$ cat src/rtl/debounce_pkg.sv
// Shared types and default sizing for the multi-channel debounce controller.
// Latency: none (package only).
// Backpressure: none (package only).
package debounce_pkg;

  // Controller state; 2'b11 is unused and recovers to ST_IDLE.
  typedef enum logic [1:0] {
    ST_IDLE   = 2'b00,
    ST_SETTLE = 2'b01,
    ST_COMMIT = 2'b10
  } state_t;

  localparam int DEB_N      = 4;
  localparam int DEB_SETTLE = 4;
  localparam int DEB_CW     = 3;

  // Next channel index after i, wrapping N-1 back to 0.
  function automatic int wrap_next(input int i, input int n);
    return (i + 1 >= n) ? 0 : i + 1;
  endfunction

endpackage

$ cat src/rtl/debounce_arbiter_rr.sv
// Round-robin picker: first set request at or after ptr, searching cyclically.
// Latency: purely combinational.
// Backpressure: none; the caller decides when to act on the pick.
module rr_arbiter #(
  parameter int N  = 4,
  parameter int IW = 2
) (
  input  logic [N-1:0]  pending,
  input  logic [IW-1:0] ptr,
  output logic [N-1:0]  onehot,
  output logic [IW-1:0] idx,
  output logic          any
);

  // Walk N positions starting at ptr; the first hit wins.
  always_comb begin
    onehot = '0;
    idx    = '0;
    any    = 1'b0;
    for (int k = 0; k < N; k++) begin
      int c;
      logic [IW-1:0] ci;
      c = int'(ptr) + k;
      if (c >= N) c = c - N;
      ci = IW'(c);
      if (!any && pending[ci]) begin
        any        = 1'b1;
        idx        = ci;
        onehot[ci] = 1'b1;
      end
    end
  end

endmodule

$ cat src/rtl/debounce_arbiter.sv
// Debounces N raw inputs with one shared settle timer, granted round-robin.
// Latency: SETTLE+2 edges from raw sampling to stable update when uncontended.
// Backpressure: none; ungranted channels simply wait (DEBOUNCE_ARB_EVENT_EN adds evt).
module debounce_arbiter
  import debounce_pkg::*;
#(
  parameter int N      = DEB_N,
  parameter int SETTLE = DEB_SETTLE,
  parameter int CW     = DEB_CW
) (
  input  logic         clk,
  input  logic         clear,
  input  logic [N-1:0] raw,
  output logic [N-1:0] stable,
  output logic [N-1:0] grant,
  output logic         busy
`ifdef DEBOUNCE_ARB_EVENT_EN
  ,
  output logic [N-1:0] evt
`endif
);

  localparam int IW = (N > 1) ? $clog2(N) : 1;
  localparam logic [CW-1:0] SETTLE_LAST = CW'(SETTLE - 1);

  state_t        state, state_n;
  logic [N-1:0]  raw_q;
  logic [N-1:0]  pending;
  logic [IW-1:0] ptr, ptr_n;
  logic [IW-1:0] g, g_n;
  logic [N-1:0]  g_oh, g_oh_n;
  logic [CW-1:0] cnt, cnt_n;
  logic          commit;

  logic [N-1:0]  pick_oh;
  logic [IW-1:0] pick_idx;
  logic          pick_any;

  // A channel needs attention whenever its sampled level disagrees with its debounced level.
  assign pending = raw_q ^ stable;

  rr_arbiter #(
    .N  (N),
    .IW (IW)
  ) u_rr (
    .pending (pending),
    .ptr     (ptr),
    .onehot  (pick_oh),
    .idx     (pick_idx),
    .any     (pick_any)
  );

  // Next-state logic: pick in IDLE, count consecutive mismatch in SETTLE, toggle in COMMIT.
  always_comb begin
    state_n = state;
    g_n     = g;
    g_oh_n  = g_oh;
    cnt_n   = cnt;
    ptr_n   = ptr;
    commit  = 1'b0;
    case (state)
      ST_IDLE: begin
        if (pick_any) begin
          g_n     = pick_idx;
          g_oh_n  = pick_oh;
          cnt_n   = '0;
          state_n = ST_SETTLE;
        end
      end
      ST_SETTLE: begin
        if (!pending[g]) begin
          // Bounce: give up and let the next channel have the timer.
          ptr_n   = IW'(wrap_next(int'(g), N));
          state_n = ST_IDLE;
        end else if (cnt == SETTLE_LAST) begin
          state_n = ST_COMMIT;
        end else begin
          cnt_n = cnt + 1'b1;
        end
      end
      ST_COMMIT: begin
        // Unconditional: the level was already qualified during SETTLE.
        commit  = 1'b1;
        ptr_n   = IW'(wrap_next(int'(g), N));
        state_n = ST_IDLE;
      end
      default: state_n = ST_IDLE;
    endcase
  end

  // Control registers; clear wins over every transition including a pending commit.
  always_ff @(posedge clk) begin
    if (clear) begin
      state <= ST_IDLE;
      raw_q <= '0;
      ptr   <= '0;
      g     <= '0;
      g_oh  <= '0;
      cnt   <= '0;
    end else begin
      state <= state_n;
      raw_q <= raw;
      ptr   <= ptr_n;
      g     <= g_n;
      g_oh  <= g_oh_n;
      cnt   <= cnt_n;
    end
  end

  // Debounced levels: only the granted bit toggles, and only on commit.
  always_ff @(posedge clk) begin
    if (clear) begin
      stable <= '0;
    end else if (commit) begin
      stable[g] <= ~stable[g];
    end
  end

`ifdef DEBOUNCE_ARB_EVENT_EN
  // One-cycle pulse aligned with the first cycle the new stable value is visible.
  always_ff @(posedge clk) begin
    if (clear) begin
      evt <= '0;
    end else begin
      evt <= '0;
      if (commit) evt[g] <= 1'b1;
    end
  end
`endif

  // Grant follows the latched channel for as long as it owns the timer.
  always_comb begin
    grant = '0;
    if (state == ST_SETTLE || state == ST_COMMIT) grant = g_oh;
  end

  assign busy = (state != ST_IDLE);

endmodule

$ cat config.mk
export PLATFORM = sky130hd
export DESIGN_NAME = debounce_arbiter
export DESIGN_NICKNAME = d
export VERILOG_FILES = /design/src/rtl/debounce_pkg.sv /design/src/rtl/debounce_arbiter_rr.sv /design/src/rtl/debounce_arbiter.sv
export SDC_FILE = /design/constraint.sdc
export NUM_CORES = 1
export LEC_CHECK = 0
export CORE_ASPECT_RATIO = 1.1
export CORE_MARGIN = 5
export CORE_UTILIZATION = 50
export DETAILED_ROUTE_END_ITERATION = 6
export PLACE_DENSITY = 0.74
export SLEW_MARGIN = 20
export SYNTH_ARGS = -nofsm -noshare
export SYNTH_HDL_FRONTEND = slang
export SYNTH_SLANG_ARGS = --single-unit
$ cat constraint.sdc
create_clock -name clk -period 5.3 [get_ports clk]
set_input_delay 1.06 -clock clk [delete_from_list [all_inputs] [get_ports clk]]
set_output_delay 1.06 -clock clk [all_outputs]
set_load 0.005 [all_outputs]
# Word-level counts from Yosys, hierarchy flattened
# Index checks and enable logic that the tools add are counted.
# word_totals
in_bits	6
out_inout_bits	9
regBits	21
# classes
n_mux	52
eq_ne	8
add_sub_neg	9
reduce_logical	20
order_cmp	15
n_bitwise	5
# ops
cell	count
2-bit two-way mux	13
4-bit two-way mux	5
1-bit two-way mux	16
2-bit by 3-bit < comparator with 1-bit output, second input constant	5
1-bit binary-select mux with 2-bit select	6
3-bit greater-or-equal comparator, second input constant	4
4-bit OR	3
1-bit demux with 2-bit select	5
2-bit by 1-bit greater-or-equal comparator with 1-bit output, second input constant	5
3-bit two-way mux	3
1-bit logical AND	8
2-bit inequality test, second input constant	4
2-bit one-hot mux with 2 select lines	2
2-bit by 1-bit subtractor with 2-bit output, second input constant	4
2-bit by 1-bit adder with 3-bit output, second input constant	2
2-bit by 2-bit adder with 3-bit output, second input constant	2
3-bit one-hot mux with 2 select lines	1
2-bit AND reduction	3
2-bit nonzero test	3
4-bit bitwise mux	1
4-bit AND reduction	1
4-bit XOR	1
3-bit by 1-bit adder with 3-bit output, second input constant	1
3-bit by 2-bit == test with 1-bit output, second input constant	1
other kinds (8)	10

# Depth between registers and ports, before layout
# Gate-level depths: netlist of run 1.
# depth
word_depth	16
ltp_mapped	8

# By module
# From an unflattened synthesis of run 1, not the netlist that was laid out.
# hier_totals
hier_cells	165
area_unflattened_um2	1514.0
# by_module_without_submodules
mod	instances	area_each_um2	cells_per_inst	seq_area_each_um2
debounce_arbiter	1	1092.3	120	420.4
rr_arbiter	1	421.7	45	0.0

# Worst setup path after synthesis of run 1
# No wires, ideal clock.
# synth_path
kind	flip-flop to flip-flop
from	reg ptr[0]
to	reg g_oh[0]
stages_incl_launch_ff	9
arrival_ns	2.006
period_less_slack_ns	2.092
required_ns	5.214
path_slack_ns	3.208
cell_sequence	dfxtp_1 -> clkbuf_8 -> inv_2 -> ha_1 -> nand2_1 -> or4_4 -> a31oi_4 -> a221oi_1 -> a211oi_1
# synth_via
elab_chain_cells	15
word_cells_on_any_way	61
# synth_lines
element	line_no	source
start: declaration	debounce_arbiter.sv:29	logic [IW-1:0] ptr, ptr_n;
start signal: assignment	debounce_arbiter.sv:103	ptr <= ptr_n;
branches (longest 15 deep; another with 2-bit by 1-bit adder with 3-bit output)	n/a	
end signal: assignment	debounce_arbiter.sv:105	g_oh <= g_oh_n;
end: declaration	debounce_arbiter.sv:31	logic [N-1:0] g_oh, g_oh_n;
# Several ways; the timed one is not identified. The select of a mux whose other input is x is not followed.
# A chain may end at the register's enable or synchronous reset.

# Worst setup path after layout of run 1
# layout_path
from	reg state[1]
to	out busy
# layout_via
elab_chain_cells	1
# layout_lines
element	line_no	source
start: declaration	debounce_arbiter.sv:26	state_t state, state_n;
start signal: assignment	debounce_arbiter.sv:101	state <= state_n;
2-bit nonzero test	debounce_arbiter.sv:137	assign busy = (state != ST_IDLE);
end: declaration	debounce_arbiter.sv:16	output logic busy
# Every way passes these cells.

==> results.toml, run 1 <==
[status]
outcome = "complete, no violations"

[place]
hpwl_microns = 2520
port_buffers = 14
gp_congestion = 0.811

[cts]
numCtsBuffers = 3
cts.repair.resized = 0
clockBufferDepth = 2
cts_tree = "built"
htreeDepth = 1
cts_sinks = 21
post_cts_buffers = 0
path_clk_slew_ns = 0.13
insertion_delay_ns = 0.31
hold_buffers = 0
cts-root-buf = "clkbuf_4"

[finish]
drive_above_1_share_pct = 8.29
antenna_cells = 0
layout_common_cells = "dfxtp_1 (21), a21oi_1 (17), ha_1 (16)"
area_growth_pct = 10.4
fin_util_pct = 57.0
nFillCells = 292
final_common_cell = "dfxtp_1"
nets = 204

[floorplan]
fp.dieW_microns = 63.5
dieArea_sq_mm = 0.00437
io-pin-count = 15
die_y_microns = 68.8
fp-row-count = 21
start_util_pct = 51.6
core-area_sq_mm = 0.00305

[pwr]
power_leakage_uw = 0.000664
peakVddDrop_mv = 0.176
power-per-cell-area_mw_per_mm2 = 233

[timing]
worst_slew_pin_slew_ns = 0.999
hold_viol = 0
setup_tns_ns = 0
maxSlewViolCount = 0
max_slew_margin_pct = 32.9
setup_viol_count_final = 0
skew_ns = 0.00192
fin_crit_sh_pct = 53.2
rsz0062_at_grt = "no"
fmax_ghz = 0.355
period_minus_slack_ns = 2.82

[logic_synthesis]
synth_seq_area_share_pct = 26.7
synth_edf_count = 0
syn_area_per_cell_sq_um = 9.37
synthFlopType = "dfxtp_1"
yosysWarnings = 0
synthArstFlopShare_pct = 0
syn_nets = 190
ys_types = 41
postSynthCellCount = 168
synth_area_sq_mm = 0.00157
yosys_register_bits = 21

[critical_path]
cp-start-kind = "register"
critPathMaxFanout = 7
arrival_ns = 1.76
end_kind = "output pin"
required_ns = 4.24
regToRegSetupSlack_ns = 2.65
crit_type = "reg2out"

[hold_path]
hold_path.class = "reg2reg"

[detailed_routing]
drc = 0
via_count = 1380
wl_per_cell_microns = 15.7
firstDrtPassIters = 7
drtIter0Drc = 43
vias_per_cell = 6.42
antenna_left = 0
wirelength_microns = 3370

[flow_run]
maxCapViolCount = 0

[grt]
grt_pass1_vias = 1338
grt_max_degree = 25
grt_pass1_wl_microns = 5790
gr-total-overflow = 0
grtUsageTotal_pct = 16.3
grt_antenna_before_repair = 0
## power breakdown
group	internal (uW)	leakage (uW)	switching [uW]
clock	28.2	0.0000177	54.2
sequential	170	0.000172	15.2
combinational	61.8	0.000474	75.3
## kinds of logic after synthesis
group / count (synthesis) / share of synthesized area [%]
and+or+nand+nor: 49 / 16.9
AOI/OAI and AO/OA: 45 / 20.5
DFF: 21 / 26.7
buffers and inverters: 18 / 6.04
adders and majority gates: 16 / 12.7
muxes: 11 / 12.2
xor gates and xnor gates: 8 / 4.93
## path summary, 6_finish.rpt
check	from	endpoint	depth (start not counted)
min	g_oh[1]	g_oh[1]	2
max	state[1]	busy	4
max reg2reg	ptr[0]	g_oh[3]	7
min reg2reg	g_oh[1]	g_oh[1]	2
## Yosys cell counts (5+ instances only)
cell      n  area (sq um)
nand3_1   6          30.0
nor2b_1   7          43.8
nand2_1   6          22.5
dfxtp_1  21           420
ha_1     16           200
inv_1    12          45.0
mux2i_1   5          50.1
nor2_1   12          45.0
a21oi_1  17          85.1
## area by class of cell
type | count | area, sq um | share of cell area (%)
clock buffers | 3 | 22.5 | 1.30
clock inverters | 1 | 5.00 | 0.288
inverters | 13 | 48.8 | 2.81
multi-input cells | 129 | 1060 | 60.9
flip-flops and latches | 21 | 420 | 24.2
well taps | 34 | 42.5 | 2.45
repair buffers | 14 | 140 | 8.06
## layer usage
metal,track usage (%),part of all wire [%],up-vias,wire [microns]
met3,4.05,6.5,10,219
li1,-,-,655,-
met5,0,0,-,0
met1,17.8,41,648,1390
met2,30.5,51,67,1720
met4,6.49,1.4,0,46
## flip-flops by register name (all words and copies together) (netlist names)
signal,flops
state,2
raw_q,4
g_oh,4
ptr,2
cnt,3
stable,4
g,2
## critical path, stage by stage, from the launching register on
cell and delay [ns]:
dfxtp_1 0.39, inv_1 0.07, ha_1 0.28, inv_1 0.18, clkdlybuf4s50_1 0.53
## metrics by stage
step	cell area [sq um]	total power [uW]	setup slack (ns)	cells	hold slack (ns)
5_1_grt	1740	431	2.39	215	0.532
4_1_cts	1740	403	2.47	215	0.507
2_1_floorplan	1570	291	3.21	168	0.464
6_report	1740	405	2.48	215	0.507
3_5_place_dp	1710	323	2.65	211	0.489
3_3_place_gp	1710	318	2.71	211	0.480
No activity file was read; power rests on OpenSTA's default activity.
==> run 2, diff against run 1 <==
Settings changed: PLACE_DENSITY 0.74 to 0.77.
Clock period 5.3 ns to 2.39 ns, I/O delays scaled along.
==> results.toml, run 2 (synthesis gave the netlist of run 1 again) <==
[timing]
fmax_ghz = 0.443
max_slew_margin_pct = 56.4
worst_slew_pin_slew_ns = 0.646
fin_crit_sh_pct = 94.4
rsz0062_at_grt = "no"
maxSlewViolCount = 0
period_minus_slack_ns = 2.26
fin_ws_ns = 0.135
skew_ns = 0.00510
setup_tns_ns = 0
setup_viol_count_final = 0
hold_viol = 0

[cts]
hold_buffers = 0
cts_tree = "built"
insertion_delay_ns = 0.31
post_cts_buffers = 0
cts_sinks = 21
path_clk_slew_ns = 0.12
numCtsBuffers = 3
htreeDepth = 1
clockBufferDepth = 2
cts-root-buf = "clkbuf_4"

[grt]
grtUsageTotal_pct = 17.0
grt_pass1_vias = 1402
grt_antenna_before_repair = 0
gr-total-overflow = 0
grt_max_degree = 14
grt_pass1_wl_microns = 5990

[floorplan]
fp.dieW_microns = 63.5
start_util_pct = 51.6
die_y_microns = 68.8
dieArea_sq_mm = 0.00437
io-pin-count = 15
core-area_sq_mm = 0.00305
fp-row-count = 21

[status]
outcome = "complete, no violations"

[finish]
drive_above_1_share_pct = 11.7
layout_common_cells = "dfxtp_1 (20), a21oi_1 (17), ha_1 (16)"
top_regs = "g_oh (4), raw_q (4), stable (4)"
nets = 211
fin_util_pct = 58.7
final_common_cell = "dfxtp_1"
antenna_cells = 0
area_growth_pct = 13.8

[critical_path]
critPathSlowestCell = "clkdlybuf4s50_1"
crit_type = "reg2out"
max_stage_delay_ns = 0.53
cp-start-kind = "register"
cp_cell_sequence = "inv_1 -> ha_1 -> inv_1 -> clkdlybuf4s50_1"
crit_top_cell = "inv_1"
regToRegSetupSlack_ns = 0.23
required_ns = 1.91
cp.buffers_inverters = 3
crit_family = "buffers and inverters"
arrival_ns = 1.78
end_kind = "output pin"
critPathMaxFanout = 7

[detailed_routing]
antenna_left = 0
wl_per_cell_microns = 16.1
vias_per_cell = 6.30
firstDrtPassIters = 6
drc = 0
drtIter0Drc = 56
via_count = 1399
wirelength_microns = 3570

[pwr]
power_leakage_uw = 0.000695
power-per-cell-area_mw_per_mm2 = 505
peakVddDrop_mv = 0.353

[place]
port_buffers = 14
post-place-ws_ns = 0.113
gp_congestion = 0.852
hpwl_microns = 2740

[hold_path]
hold_path.class = "reg2reg"

[flow_run]
maxCapViolCount = 0
run 2: worst paths after layout:
check,to,startpoint,cells past startpoint
hold reg to reg,state[0],state[0],2
hold / removal,state[0],state[0],2
setup reg to reg,g_oh[2],ptr[1],7
setup / recovery,busy,state[0],4
run 2: final cells by class:
type	count	area [sq um]
Clock buffer	4	26.3
Fill cell	259	1260
Inverter	13	48.8
Multi-Input combinational cell	129	1060
Sequential cell	21	422
Tap cell	34	42.5
Timing Repair Buffer	21	193
run 2: tightest hold or removal path: cells and delay by family (launching register included):
family | cells | cell delay (ns)
flops | 1 | 0.35
compound gates | 2 | 0.13
run 2: repair_timing:
action | in CTS | in global routing
hold endpoints to repair | 0 | 0
endpoints found under the setup margin | 0 | 3
resized for setup | 0 | 1
run 2: routing by layer:
layer	global-route usage, %	share of wire [%]
met1	18.1	43
met2	31.9	51
met3	4.38	4.6
met4	7.53	1.5
met5	0	0
run 2: power breakdown:
group | leakage, uW | switching (uW) | internal (uW)
sequential | 0.000172 | 23.7 | 377
combinational | 0.000508 | 183 | 147
clock | 0.0000150 | 109 | 65.2
total | 0.000695 | 316 | 589
run 2: stage by stage:
stage | total power [uW] | std cells | area [sq um] | hold slack [ns]
6_report | 905 | 222 | 1790 | 0.510
5_1_grt | 961 | 222 | 1790 | 0.544
4_1_cts | 907 | 222 | 1790 | 0.512
3_5_place_dp | 733 | 218 | 1760 | 0.496
3_3_place_gp | 717 | 218 | 1760 | 0.476
2_1_floorplan | 646 | 168 | 1570 | 0.464
==> run 3, diff against run 2 <==
Settings changed: CORE_MARGIN 5 to 2, HOLD_SLACK_MARGIN from default to 0.02.
==> results.toml, run 3 (synthesis gave the netlist of run 1 again) <==
[finish]
top_regs = "g_oh (4), raw_q (4), stable (4)"
layout_common_cells = "dfxtp_1 (20), a21oi_1 (17), ha_1 (16)"
area_growth_pct = 13.4
final_common_cell = "dfxtp_1"
final_cell_area_sq_mm = 0.00178
drive_above_1_share_pct = 11.8
fin_util_pct = 59.0
antenna_cells = 0
nets = 210

[detailed_routing]
drtIter0Drc = 54
drc = 0
via_count = 1389
wl_per_cell_microns = 15.6
wirelength_microns = 3460
vias_per_cell = 6.29
firstDrtPassIters = 4
antenna_left = 0

[place]
gp_congestion = 0.865
placed_cell_area_sq_mm = 0.00176
hpwl_microns = 2640
port_buffers = 14

[cts]
cts_tree = "built"
cts_sinks = 21
hold_buffers = 0
insertion_delay_ns = 0.31
clockBufferDepth = 2
path_clk_slew_ns = 0.12
cts-root-buf = "clkbuf_4"
numCtsBuffers = 3
htreeDepth = 1

[critical_path]
cp-start-kind = "register"
arrival_ns = 1.78
reg2regPathDepth = 7
critPathMaxFanout = 7
end_kind = "output pin"
required_ns = 1.91
crit_type = "reg2out"

[timing]
worst_slew_pin_slew_ns = 0.579
skew_ns = 0.00167
setup_viol_count_final = 0
period_minus_slack_ns = 2.26
hold_viol = 0
maxSlewViolCount = 0
rsz0062_at_grt = "no"
max_slew_margin_pct = 60.9
fmax_ghz = 0.443
fin_crit_sh_pct = 94.5
setup_tns_ns = 0
hold_ws_ns = 0.503

[pwr]
power_leakage_uw = 0.000693
switchingPower_uw = 320
power-per-cell-area_mw_per_mm2 = 508
p_seq_share_pct = 44.2
power_frac_comb_pct = 36.1
switching_share_pct = 35.3
p_int_uw = 586
p_clk_share_pct = 19.7
peakVddDrop_mv = 0.323

[floorplan]
fp.dieW_microns = 57.5
die_y_microns = 62.8
fp-row-count = 21
start_util_pct = 52.1
io-pin-count = 15
dieArea_sq_mm = 0.00361
core-area_sq_mm = 0.00302

[hold_path]
hold_path.class = "reg2reg"
whs_path_depth = 2

[grt]
grt_pass1_wl_microns = 6270
grt_max_degree = 16
grt_antenna_before_repair = 0
grt_pass1_vias = 1401
grtUsageTotal_pct = 21.2
gr-total-overflow = 0

[flow_run]
maxCapViolCount = 0

[status]
outcome = "complete, no violations"
-- run 3: metrics by stage --
| stage | worst slack (ns) | total power, uW | std cells |
|---|---|---|---|
| finish | 0.131 | 906 | 221 |
| detailed placement | 0.156 | 730 | 217 |
| floorplan | 0.298 | 646 | 168 |
| global route | 0.0319 | 970 | 221 |
| global placement | 0.297 | 717 | 217 |
| CTS | 0.129 | 909 | 221 |
-- run 3: repair_timing --
action	CTS	global route
hold endpoints to repair	0	0
resized for setup	0	1
setup endpoints to repair	0	4
buffers inserted	0	0
-- run 3: per-layer routing --
layer	GRT usage, %	up-vias	share of wire (%)
met2	34.9	72	50
li1	-	665	-
met4	9.01	0	2.8
met3	2.90	16	4.9
met1	27.3	636	42
met5	0	-	0
-- run 3: layout make-up --
class,count,area [sq um]
Fill cell,264,1240
Multi-Input combinational cell,129,1060
Sequential cell,21,422
Timing Repair Buffer,20,185
Inverter,13,48.8
Tap cell,34,42.5
Clock buffer,3,22.5
Clock inverter,1,5.00
-- run 3: power groups by stage --
stage | combinational, uW | sequential [uW] | clock (uW)
2_1_floorplan | 242 | 404 | 0
3_3_place_gp | 311 | 406 | 0
3_5_place_dp | 322 | 408 | 0
4_1_cts | 323 | 400 | 185
5_1_grt | 367 | 404 | 199
6_report | 327 | 400 | 178
-- run 3: final timing paths --
path / from / to / slack [ns]
worst min-delay path: g_oh[0] / g_oh[0] / 0.50
worst max-delay path: state[1] / busy / 0.13
worst min register to register: g_oh[0] / g_oh[0] / 0.50
worst max register to register: ptr[1] / g_oh[1] / 0.25
-- run 3: critical path, stage by stage (launching register included) --
cell             delay [ns]
dfxtp_1                0.38
inv_1                  0.07
ha_1                   0.29
inv_1                  0.19
clkdlybuf4s50_1        0.53
